### src/rtl/matmul_job_controller_if.sv
// Bundle of the job, source-memory, multiplier and result-memory signals of the
// matmul job controller. The controller side is "master", its environment "slave".
interface matmul_job_controller_if #(
  parameter int N      = 4,
  parameter int DATA_W = 32,
  parameter int N_LEN  = $clog2(N)
) ();
  logic                 job_valid;
  logic                 job_ready;
  logic [N_LEN*2:0]     src_addr;
  logic                 src_rd;
  logic [DATA_W-1:0]    src_data;
  logic [DATA_W-1:0]    mul_a_in;
  logic [DATA_W-1:0]    mul_b_in;
  logic [N_LEN-1:0]     mul_a_i;
  logic [N_LEN-1:0]     mul_a_j;
  logic [N_LEN-1:0]     mul_b_i;
  logic [N_LEN-1:0]     mul_b_j;
  logic                 mul_a_we;
  logic                 mul_b_we;
  logic                 mul_start;
  logic                 mul_done;
  logic [N_LEN-1:0]     mul_z_i;
  logic [N_LEN-1:0]     mul_z_j;
  logic [DATA_W-1:0]    mul_z_out;
  logic                 res_we;
  logic [N_LEN*2-1:0]   res_addr;
  logic [DATA_W-1:0]    res_data;
  logic                 busy;
  logic                 job_done;
  logic                 job_err;

  modport master (
    input  job_valid, src_data, mul_done, mul_z_out,
    output job_ready, src_addr, src_rd, mul_a_in, mul_b_in,
           mul_a_i, mul_a_j, mul_b_i, mul_b_j, mul_a_we, mul_b_we,
           mul_start, mul_z_i, mul_z_j, res_we, res_addr, res_data,
           busy, job_done, job_err
  );

  modport slave (
    output job_valid, src_data, mul_done, mul_z_out,
    input  job_ready, src_addr, src_rd, mul_a_in, mul_b_in,
           mul_a_i, mul_a_j, mul_b_i, mul_b_j, mul_a_we, mul_b_we,
           mul_start, mul_z_i, mul_z_j, res_we, res_addr, res_data,
           busy, job_done, job_err
  );
endinterface

### src/rtl/matmul_job_controller.sv
// Job sequencer for the parallel NxN multiplier: loads A then B from the source
// memory, starts the multiply, waits with a watchdog, then drains the results.
module matmul_job_controller #(
  parameter int N       = 4,
  parameter int DATA_W  = 32,
  parameter int N_LEN   = $clog2(N),
  parameter int TIMEOUT = 1024
) (
  input  logic                   clk,
  input  logic                   rst,
  matmul_job_controller_if.master bus
);
  localparam int NN     = N * N;
  localparam int AW     = 2 * N_LEN;
  localparam int KW     = AW + 1;
  localparam int WD_W   = $clog2(TIMEOUT + 1);
  localparam logic [KW-1:0]   LOAD_LAST  = KW'(2 * NN - 1);
  localparam logic [AW-1:0]   DRAIN_LAST = AW'(NN - 1);
  localparam logic [WD_W-1:0] WD_LAST    = WD_W'(TIMEOUT - 1);

  typedef enum logic [2:0] {
    S_IDLE  = 3'd0,
    S_LOAD  = 3'd1,
    S_START = 3'd2,
    S_WAIT  = 3'd3,
    S_DRAIN = 3'd4,
    S_DONE  = 3'd5
  } state_t;

  state_t            state_r;
  logic              job_ready_r;
  logic              busy_r;
  logic              src_rd_r;
  logic [KW-1:0]     src_addr_r;
  logic              a_we_r;
  logic              b_we_r;
  logic [N_LEN-1:0]  a_i_r;
  logic [N_LEN-1:0]  a_j_r;
  logic [N_LEN-1:0]  b_i_r;
  logic [N_LEN-1:0]  b_j_r;
  logic              mul_start_r;
  logic [WD_W-1:0]   wd_r;
  logic [N_LEN-1:0]  z_i_r;
  logic [N_LEN-1:0]  z_j_r;
  logic              res_we_r;
  logic [AW-1:0]     res_addr_r;
  logic              job_done_r;
  logic              job_err_r;
  logic [AW-1:0]     res_next_s;

  // Next drain index; its row/column halves are the multiplier result index.
  always_comb begin
    res_next_s = res_addr_r + 1'b1;
  end

  // Job FSM. src_addr doubles as the load counter k: its top bit selects B,
  // the remaining bits split directly into row and column.
  always_ff @(posedge clk) begin
    if (!rst) begin
      state_r     <= S_IDLE;
      job_ready_r <= 1'b1;
      busy_r      <= 1'b0;
      src_rd_r    <= 1'b0;
      src_addr_r  <= '0;
      a_we_r      <= 1'b0;
      b_we_r      <= 1'b0;
      a_i_r       <= '0;
      a_j_r       <= '0;
      b_i_r       <= '0;
      b_j_r       <= '0;
      mul_start_r <= 1'b0;
      wd_r        <= '0;
      z_i_r       <= '0;
      z_j_r       <= '0;
      res_we_r    <= 1'b0;
      res_addr_r  <= '0;
      job_done_r  <= 1'b0;
      job_err_r   <= 1'b0;
    end else begin
      case (state_r)
        S_IDLE: begin
          job_err_r <= 1'b0;
          // job_ready is low during a job_err pulse, so acceptance waits a cycle
          if (job_ready_r && bus.job_valid) begin
            state_r     <= S_LOAD;
            job_ready_r <= 1'b0;
            busy_r      <= 1'b1;
            src_rd_r    <= 1'b1;
            src_addr_r  <= '0;
          end else begin
            job_ready_r <= 1'b1;
          end
        end
        S_LOAD: begin
          a_we_r <= ~src_addr_r[AW];
          b_we_r <= src_addr_r[AW];
          if (src_addr_r[AW]) begin
            b_i_r <= src_addr_r[AW-1:N_LEN];
            b_j_r <= src_addr_r[N_LEN-1:0];
          end else begin
            a_i_r <= src_addr_r[AW-1:N_LEN];
            a_j_r <= src_addr_r[N_LEN-1:0];
          end
          if (src_addr_r == LOAD_LAST) begin
            state_r    <= S_START;
            src_rd_r   <= 1'b0;
            src_addr_r <= '0;
          end else begin
            src_addr_r <= src_addr_r + 1'b1;
          end
        end
        S_START: begin
          a_we_r      <= 1'b0;
          b_we_r      <= 1'b0;
          mul_start_r <= 1'b1;
          wd_r        <= '0;
          state_r     <= S_WAIT;
        end
        S_WAIT: begin
          if (bus.mul_done) begin
            mul_start_r <= 1'b0;
            res_we_r    <= 1'b1;
            res_addr_r  <= '0;
            z_i_r       <= '0;
            z_j_r       <= '0;
            state_r     <= S_DRAIN;
          end else if (wd_r == WD_LAST) begin
            mul_start_r <= 1'b0;
            job_err_r   <= 1'b1;
            busy_r      <= 1'b0;
            state_r     <= S_IDLE;
          end else begin
            wd_r <= wd_r + 1'b1;
          end
        end
        S_DRAIN: begin
          if (res_addr_r == DRAIN_LAST) begin
            res_we_r   <= 1'b0;
            res_addr_r <= '0;
            z_i_r      <= '0;
            z_j_r      <= '0;
            job_done_r <= 1'b1;
            state_r    <= S_DONE;
          end else begin
            res_addr_r <= res_next_s;
            z_i_r      <= res_next_s[AW-1:N_LEN];
            z_j_r      <= res_next_s[N_LEN-1:0];
          end
        end
        S_DONE: begin
          job_done_r  <= 1'b0;
          busy_r      <= 1'b0;
          job_ready_r <= 1'b1;
          state_r     <= S_IDLE;
        end
        default: begin
          state_r     <= S_IDLE;
          job_ready_r <= 1'b1;
          busy_r      <= 1'b0;
          src_rd_r    <= 1'b0;
          a_we_r      <= 1'b0;
          b_we_r      <= 1'b0;
          mul_start_r <= 1'b0;
          res_we_r    <= 1'b0;
          job_done_r  <= 1'b0;
          job_err_r   <= 1'b0;
        end
      endcase
    end
  end

  assign bus.job_ready = job_ready_r;
  assign bus.busy      = busy_r;
  assign bus.src_rd    = src_rd_r;
  assign bus.src_addr  = src_addr_r;
  assign bus.mul_a_we  = a_we_r;
  assign bus.mul_b_we  = b_we_r;
  assign bus.mul_a_i   = a_i_r;
  assign bus.mul_a_j   = a_j_r;
  assign bus.mul_b_i   = b_i_r;
  assign bus.mul_b_j   = b_j_r;
  // Element data is the returned read word, gated so idle ports stay at zero.
  assign bus.mul_a_in  = a_we_r ? bus.src_data : {DATA_W{1'b0}};
  assign bus.mul_b_in  = b_we_r ? bus.src_data : {DATA_W{1'b0}};
  assign bus.mul_start = mul_start_r;
  assign bus.mul_z_i   = z_i_r;
  assign bus.mul_z_j   = z_j_r;
  assign bus.res_we    = res_we_r;
  assign bus.res_addr  = res_addr_r;
  assign bus.res_data  = res_we_r ? bus.mul_z_out : {DATA_W{1'b0}};
  assign bus.job_done  = job_done_r;
  assign bus.job_err   = job_err_r;
endmodule

### src/flat_wrapper.sv
// flat-port wrapper written by rule: the top's interface ports become plain ports
module matmul_job_controller_flat 
#(
  parameter int N       = 4,
  parameter int DATA_W  = 32,
  parameter int N_LEN   = $clog2(N),
  parameter int TIMEOUT = 1024
)
  (clk, rst, bus_job_valid, bus_src_data, bus_mul_done, bus_mul_z_out, bus_job_ready, bus_src_addr, bus_src_rd, bus_mul_a_in, bus_mul_b_in, bus_mul_a_i, bus_mul_a_j, bus_mul_b_i, bus_mul_b_j, bus_mul_a_we, bus_mul_b_we, bus_mul_start, bus_mul_z_i, bus_mul_z_j, bus_res_we, bus_res_addr, bus_res_data, bus_busy, bus_job_done, bus_job_err);
  matmul_job_controller_if #(.N(N), .DATA_W(DATA_W), .N_LEN(N_LEN)) bus_i ();
  input  logic clk;
  input  logic rst;
  input wire logic [$bits(bus_i.job_valid)-1:0] bus_job_valid;
  input wire logic [$bits(bus_i.src_data)-1:0] bus_src_data;
  input wire logic [$bits(bus_i.mul_done)-1:0] bus_mul_done;
  input wire logic [$bits(bus_i.mul_z_out)-1:0] bus_mul_z_out;
  output wire logic [$bits(bus_i.job_ready)-1:0] bus_job_ready;
  output wire logic [$bits(bus_i.src_addr)-1:0] bus_src_addr;
  output wire logic [$bits(bus_i.src_rd)-1:0] bus_src_rd;
  output wire logic [$bits(bus_i.mul_a_in)-1:0] bus_mul_a_in;
  output wire logic [$bits(bus_i.mul_b_in)-1:0] bus_mul_b_in;
  output wire logic [$bits(bus_i.mul_a_i)-1:0] bus_mul_a_i;
  output wire logic [$bits(bus_i.mul_a_j)-1:0] bus_mul_a_j;
  output wire logic [$bits(bus_i.mul_b_i)-1:0] bus_mul_b_i;
  output wire logic [$bits(bus_i.mul_b_j)-1:0] bus_mul_b_j;
  output wire logic [$bits(bus_i.mul_a_we)-1:0] bus_mul_a_we;
  output wire logic [$bits(bus_i.mul_b_we)-1:0] bus_mul_b_we;
  output wire logic [$bits(bus_i.mul_start)-1:0] bus_mul_start;
  output wire logic [$bits(bus_i.mul_z_i)-1:0] bus_mul_z_i;
  output wire logic [$bits(bus_i.mul_z_j)-1:0] bus_mul_z_j;
  output wire logic [$bits(bus_i.res_we)-1:0] bus_res_we;
  output wire logic [$bits(bus_i.res_addr)-1:0] bus_res_addr;
  output wire logic [$bits(bus_i.res_data)-1:0] bus_res_data;
  output wire logic [$bits(bus_i.busy)-1:0] bus_busy;
  output wire logic [$bits(bus_i.job_done)-1:0] bus_job_done;
  output wire logic [$bits(bus_i.job_err)-1:0] bus_job_err;
  assign bus_i.job_valid = bus_job_valid;
  assign bus_i.src_data = bus_src_data;
  assign bus_i.mul_done = bus_mul_done;
  assign bus_i.mul_z_out = bus_mul_z_out;
  assign bus_job_ready = bus_i.job_ready;
  assign bus_src_addr = bus_i.src_addr;
  assign bus_src_rd = bus_i.src_rd;
  assign bus_mul_a_in = bus_i.mul_a_in;
  assign bus_mul_b_in = bus_i.mul_b_in;
  assign bus_mul_a_i = bus_i.mul_a_i;
  assign bus_mul_a_j = bus_i.mul_a_j;
  assign bus_mul_b_i = bus_i.mul_b_i;
  assign bus_mul_b_j = bus_i.mul_b_j;
  assign bus_mul_a_we = bus_i.mul_a_we;
  assign bus_mul_b_we = bus_i.mul_b_we;
  assign bus_mul_start = bus_i.mul_start;
  assign bus_mul_z_i = bus_i.mul_z_i;
  assign bus_mul_z_j = bus_i.mul_z_j;
  assign bus_res_we = bus_i.res_we;
  assign bus_res_addr = bus_i.res_addr;
  assign bus_res_data = bus_i.res_data;
  assign bus_busy = bus_i.busy;
  assign bus_job_done = bus_i.job_done;
  assign bus_job_err = bus_i.job_err;
  matmul_job_controller #(.N(N), .DATA_W(DATA_W), .N_LEN(N_LEN), .TIMEOUT(TIMEOUT)) u_core (.clk(clk), .rst(rst), .bus(bus_i));
endmodule
### config.mk
export PLATFORM = sky130hd
export DESIGN_NAME = matmul_job_controller_flat
export DESIGN_NICKNAME = d
export VERILOG_FILES = /design/src/rtl/matmul_job_controller_if.sv /design/src/rtl/matmul_job_controller.sv /design/src/flat_wrapper.sv
export SDC_FILE = /design/constraint.sdc
export NUM_CORES = 1
export LEC_CHECK = 0
export BUFFER_PORTS_ARGS = -buffer_cell sky130_fd_sc_hd__buf_4
export CAP_MARGIN = 20
export CORE_AREA = 2 2 85 87
export DETAILED_ROUTE_END_ITERATION = 8
export DIE_AREA = 0 0 87 89
export HOLD_SLACK_MARGIN = 0.15
export PLACE_DENSITY = 0.77
export SETUP_SLACK_MARGIN = 0.5
export SKIP_LAST_GASP = 1
export SYNTH_ARGS = -nofsm -noshare
export SYNTH_HDL_FRONTEND = slang
export SYNTH_SLANG_ARGS = --single-unit
### constraint.sdc
create_clock -name clk -period 2.3 [get_ports clk]
set_clock_uncertainty 0.05 [all_clocks]
set_input_delay 0.115 -clock clk [delete_from_list [all_inputs] [get_ports clk]]
set_output_delay 0.115 -clock clk [all_outputs]
set_load 0.02 [all_outputs]
==> results.md <==
* Final setup fails at 0
* Row count at 30
* Mapped Cells at 351
* Starting DRC count in detailed routing at 212
* Initial antenna violation count at 1
* Final setup TNS at 0 ps
* TritonCTS clock tree: done
* Final Wtd Congestion at 0.8155
* Die H at 89 um
* Root Driver: clkbuf_8
* Critical R2R Launch: u_core.state_r[0]
* Antenna diode count at 0
* Headroom to the max-slew limit at 51.80%
* Fillers at 536
* Crit Path Max Fanout at 14
* PortBufs at 193
* Largest delay contributor family on the critical path: simple AND/OR/NAND/NOR gates
* Pwr/cell area at 710.1 mW/mm^2
* Worst Min Path Start: bus_job_valid
* Layout cells sized above 1 at 46.46%
* FF+latch count, synth at 40
* Max Clock Freq at 529.9 MHz
* Via Count at 3127
* Largest net degree at the start of global routing at 36
* # Max-Cap Violations at 0
* Worst path arrival time at 2060 ps
* Clock latency on the worst-skew pair at 300 ps
* Multi-input logic area at 0.001828 sq mm
* Critical path launch point: u_core.state_r[0]
* Global Route Usage Sum at 23.47%
* Crit share post-route at 82.06%
* Post-synth EDFFs at 0
* Via density at 5.076
* Min-delay worst type: input pin to register
* Post-synth net total at 423
* WL/cell at 16.07 um
* Clock tree buffer depth at 2
* FF/Latch Area at 820.8 sq um
* Leakage power total at 2.136 nW
* CP Data Required Time at 2470 ps
* Io pins at 194
* Worst path buffer plus inverter count at 2
* Routed Antenna Nets at 0
* Synthesized area at 0.002714 sq mm
* Die width at 87 um
* Global-route wire length before repair at 14300 um
* Clock sink count at 40
* Worst-path cell chain: buf_4 > nor4bb_1 > o31ai_2 > buf_4 > or2_2 > a21oi_1
* Slew @ Worst Pin at 722.2 ps
* CP Class: register to register
* Core area at 0.006719 sq mm
* Htree depth at 2
* Die area at 0.007743 sq mm
* 1st-pass router iterations at 4
* Crit path launch type: register
* CP Capture Type: register
* DP Wirelength at 7900 um
* Library cells used by synthesis at 48
* Synth warn at 0
* Final wirelength at 9898 um
* Post-synth ARST share at 0%
* Post-layout net count at 607
* Post-Syn Area per Cell at 7.732 sq um
* Worst VDD drop at 0.5332 mV
* Final min period at 1887 ps
* Crit-path max cell delay at 420 ps
* Area growth from synthesis to layout at 63.21%
* Remaining DRCs at 0
* CP dominant cell by count: buf_4
* Top FF cell, synth: dfxtp_1
* Vias in the first global route at 2789
* CTS Buf Count at 5
* Setup ws final at 412.7 ps
* Initial Util at 40.39%
* GRT overflow at 0
* Run status: finished clean
* Final Hold Vio Count at 0
* Sequential area share after synthesis at 29.51%
* RSZ-0062 raised after global routing: yes
* Slowest-stage cell, CP: dfxtp_4
* CTS clk-pin slew, worst paths at 80 ps
* Final Max Slew Viols at 0
* Post-Place Worst Slack at 403.6 ps
cells in the final DEF, fill, tap and decap left out, drive strengths merged, types with 2 or more instances in the layout:
master	instances
dlygate4sd3	2
o31ai	2
a211oi	4
inv	8
nand4	2
nand3	6
or3b	3
a21oi	16
nor3b	3
buf	203
nand2b	4
o21a	5
and2	99
nor4	2
nor2	30
dfxtp	40
or3	4
o41ai	2
nand3b	5
a22oi	3
and3b	2
ha	4
a31oi	3
clkbuf	5
mux2i	9
a21boi	2
or2	3
nand2	20
o21ai	17
and3	4
o221a	7
clkinv	2
nor3	4
through the flow:
step	instance area, sq um	instances	total power [W]	utilization (%)	hold slack (ps)
3_5_place_dp	4212	603	0.002542	62.68	381.8
2_1_floorplan	2740	351	0.001877	-	240.6
5_1_grt	4429	616	0.003329	65.92	180.8
6_report	4429	616	0.003145	65.92	150.7
3_3_place_gp	4212	603	0.002522	62.68	384.9
4_1_cts	4379	615	0.003129	65.18	153.5
worst min-delay path: stages:
cell and delay [ps]:
buf_4 100, nand3_1 70, nor2_1 90, a31o_2 100
synth_stat cells (2+ instances only):
cell | count | area [sq um]
nor3_1 | 4 | 20.02
or3b_2 | 2 | 17.52
nand2b_1 | 4 | 25.02
buf_4 | 4 | 30.03
buf_2 | 8 | 40.04
a211oi_1 | 4 | 30.03
and2_1 | 99 | 619.3
a22oi_1 | 3 | 22.52
o221a_2 | 7 | 78.83
o31ai_1 | 2 | 15.01
a21boi_0 | 2 | 15.01
and3_1 | 4 | 25.02
clkbuf_1 | 16 | 60.06
or2_2 | 3 | 18.77
nor2_1 | 29 | 108.9
a31oi_1 | 3 | 18.77
ha_1 | 4 | 50.05
mux2i_1 | 9 | 90.09
or3_1 | 4 | 25.02
o21a_1 | 5 | 37.54
inv_1 | 8 | 30.03
nand3b_1 | 5 | 37.54
a21oi_1 | 15 | 75.07
dfxtp_1 | 40 | 800.8
nand2_1 | 20 | 75.07
o21ai_0 | 17 | 85.08
o41ai_1 | 2 | 17.52
nand3_1 | 5 | 25.02
nor3b_1 | 3 | 22.52
and3b_1 | 2 | 17.52
what timing repair did:
action | CTS | global route
setup buffers | 2 | 1
gates resized for setup | 8 | 14
pin swaps | 4 | 3
setup endpoints to repair | 16 | 79
endpoints found under the hold margin | 16 | 0
hold buffers | 2 | 0
sequential cells by signal, indices dropped and copies added, names as in the netlist, 2 cells and up:
| name | count |
|---|---|
| u_core.state_r | 3 |
| u_core.bus.mul_b_j | 2 |
| u_core.bus.mul_a_j | 2 |
| u_core.wd_r | 11 |
| u_core.bus.res_addr | 4 |
| u_core.bus.mul_a_i | 2 |
| u_core.bus.src_addr | 5 |
| u_core.bus.mul_b_i | 2 |
power by group:
group / total (W) / switching [W] / internal (W)
clock network: 0.000571 / 0.000255 / 0.000316
registers: 0.000954 / 0.000179 / 0.000775
logic: 0.00162 / 0.000864 / 0.000756
total: 0.00315 / 0.00130 / 0.00185
cell families (layout without fill, tap and decap cells):
group                      count (synthesis)  in the layout  share of synthesized area [%]
and+or+nand+nor                          197            197                          43.20
muxes                                      9              9                          3.320
DFF                                       40             40                          29.51
buffers and inverters                     36            221                          5.902
adders and majority gates                  4              4                          1.844
AOI/OAI and AO/OA                         65             65                          16.23
final timing paths:
check | endpoint | slack (ps) | cells after the start
setup / recovery | u_core.wd_r[0] | 410 | 6
hold / removal | u_core.bus.busy | 150 | 4
setup reg to reg | u_core.wd_r[0] | 410 | 6
hold reg to reg | u_core.wd_r[10] | 430 | 2
area by class of cell:
type                       count  share of cell area [%]
timing repair buffer         205                   34.86
inverter                       8                  0.6780
clock buffer                   5                   1.554
sequential                    40                   18.53
clock inverter                 3                  0.8475
tap                           80                   2.260
multi-input combinational    275                   41.27
per-layer routing:
layer / track usage [%] / wire [um] / vias to the layer above
li1: - / - / 1556
met1: 27.67 / 3774 / 1425
met2: 40.18 / 4876 / 137
met3: 10.43 / 1162 / 7
met4: 3.835 / 68 / 2
met5: 0 / 16 / -
(Power assumes the default switching activity.)
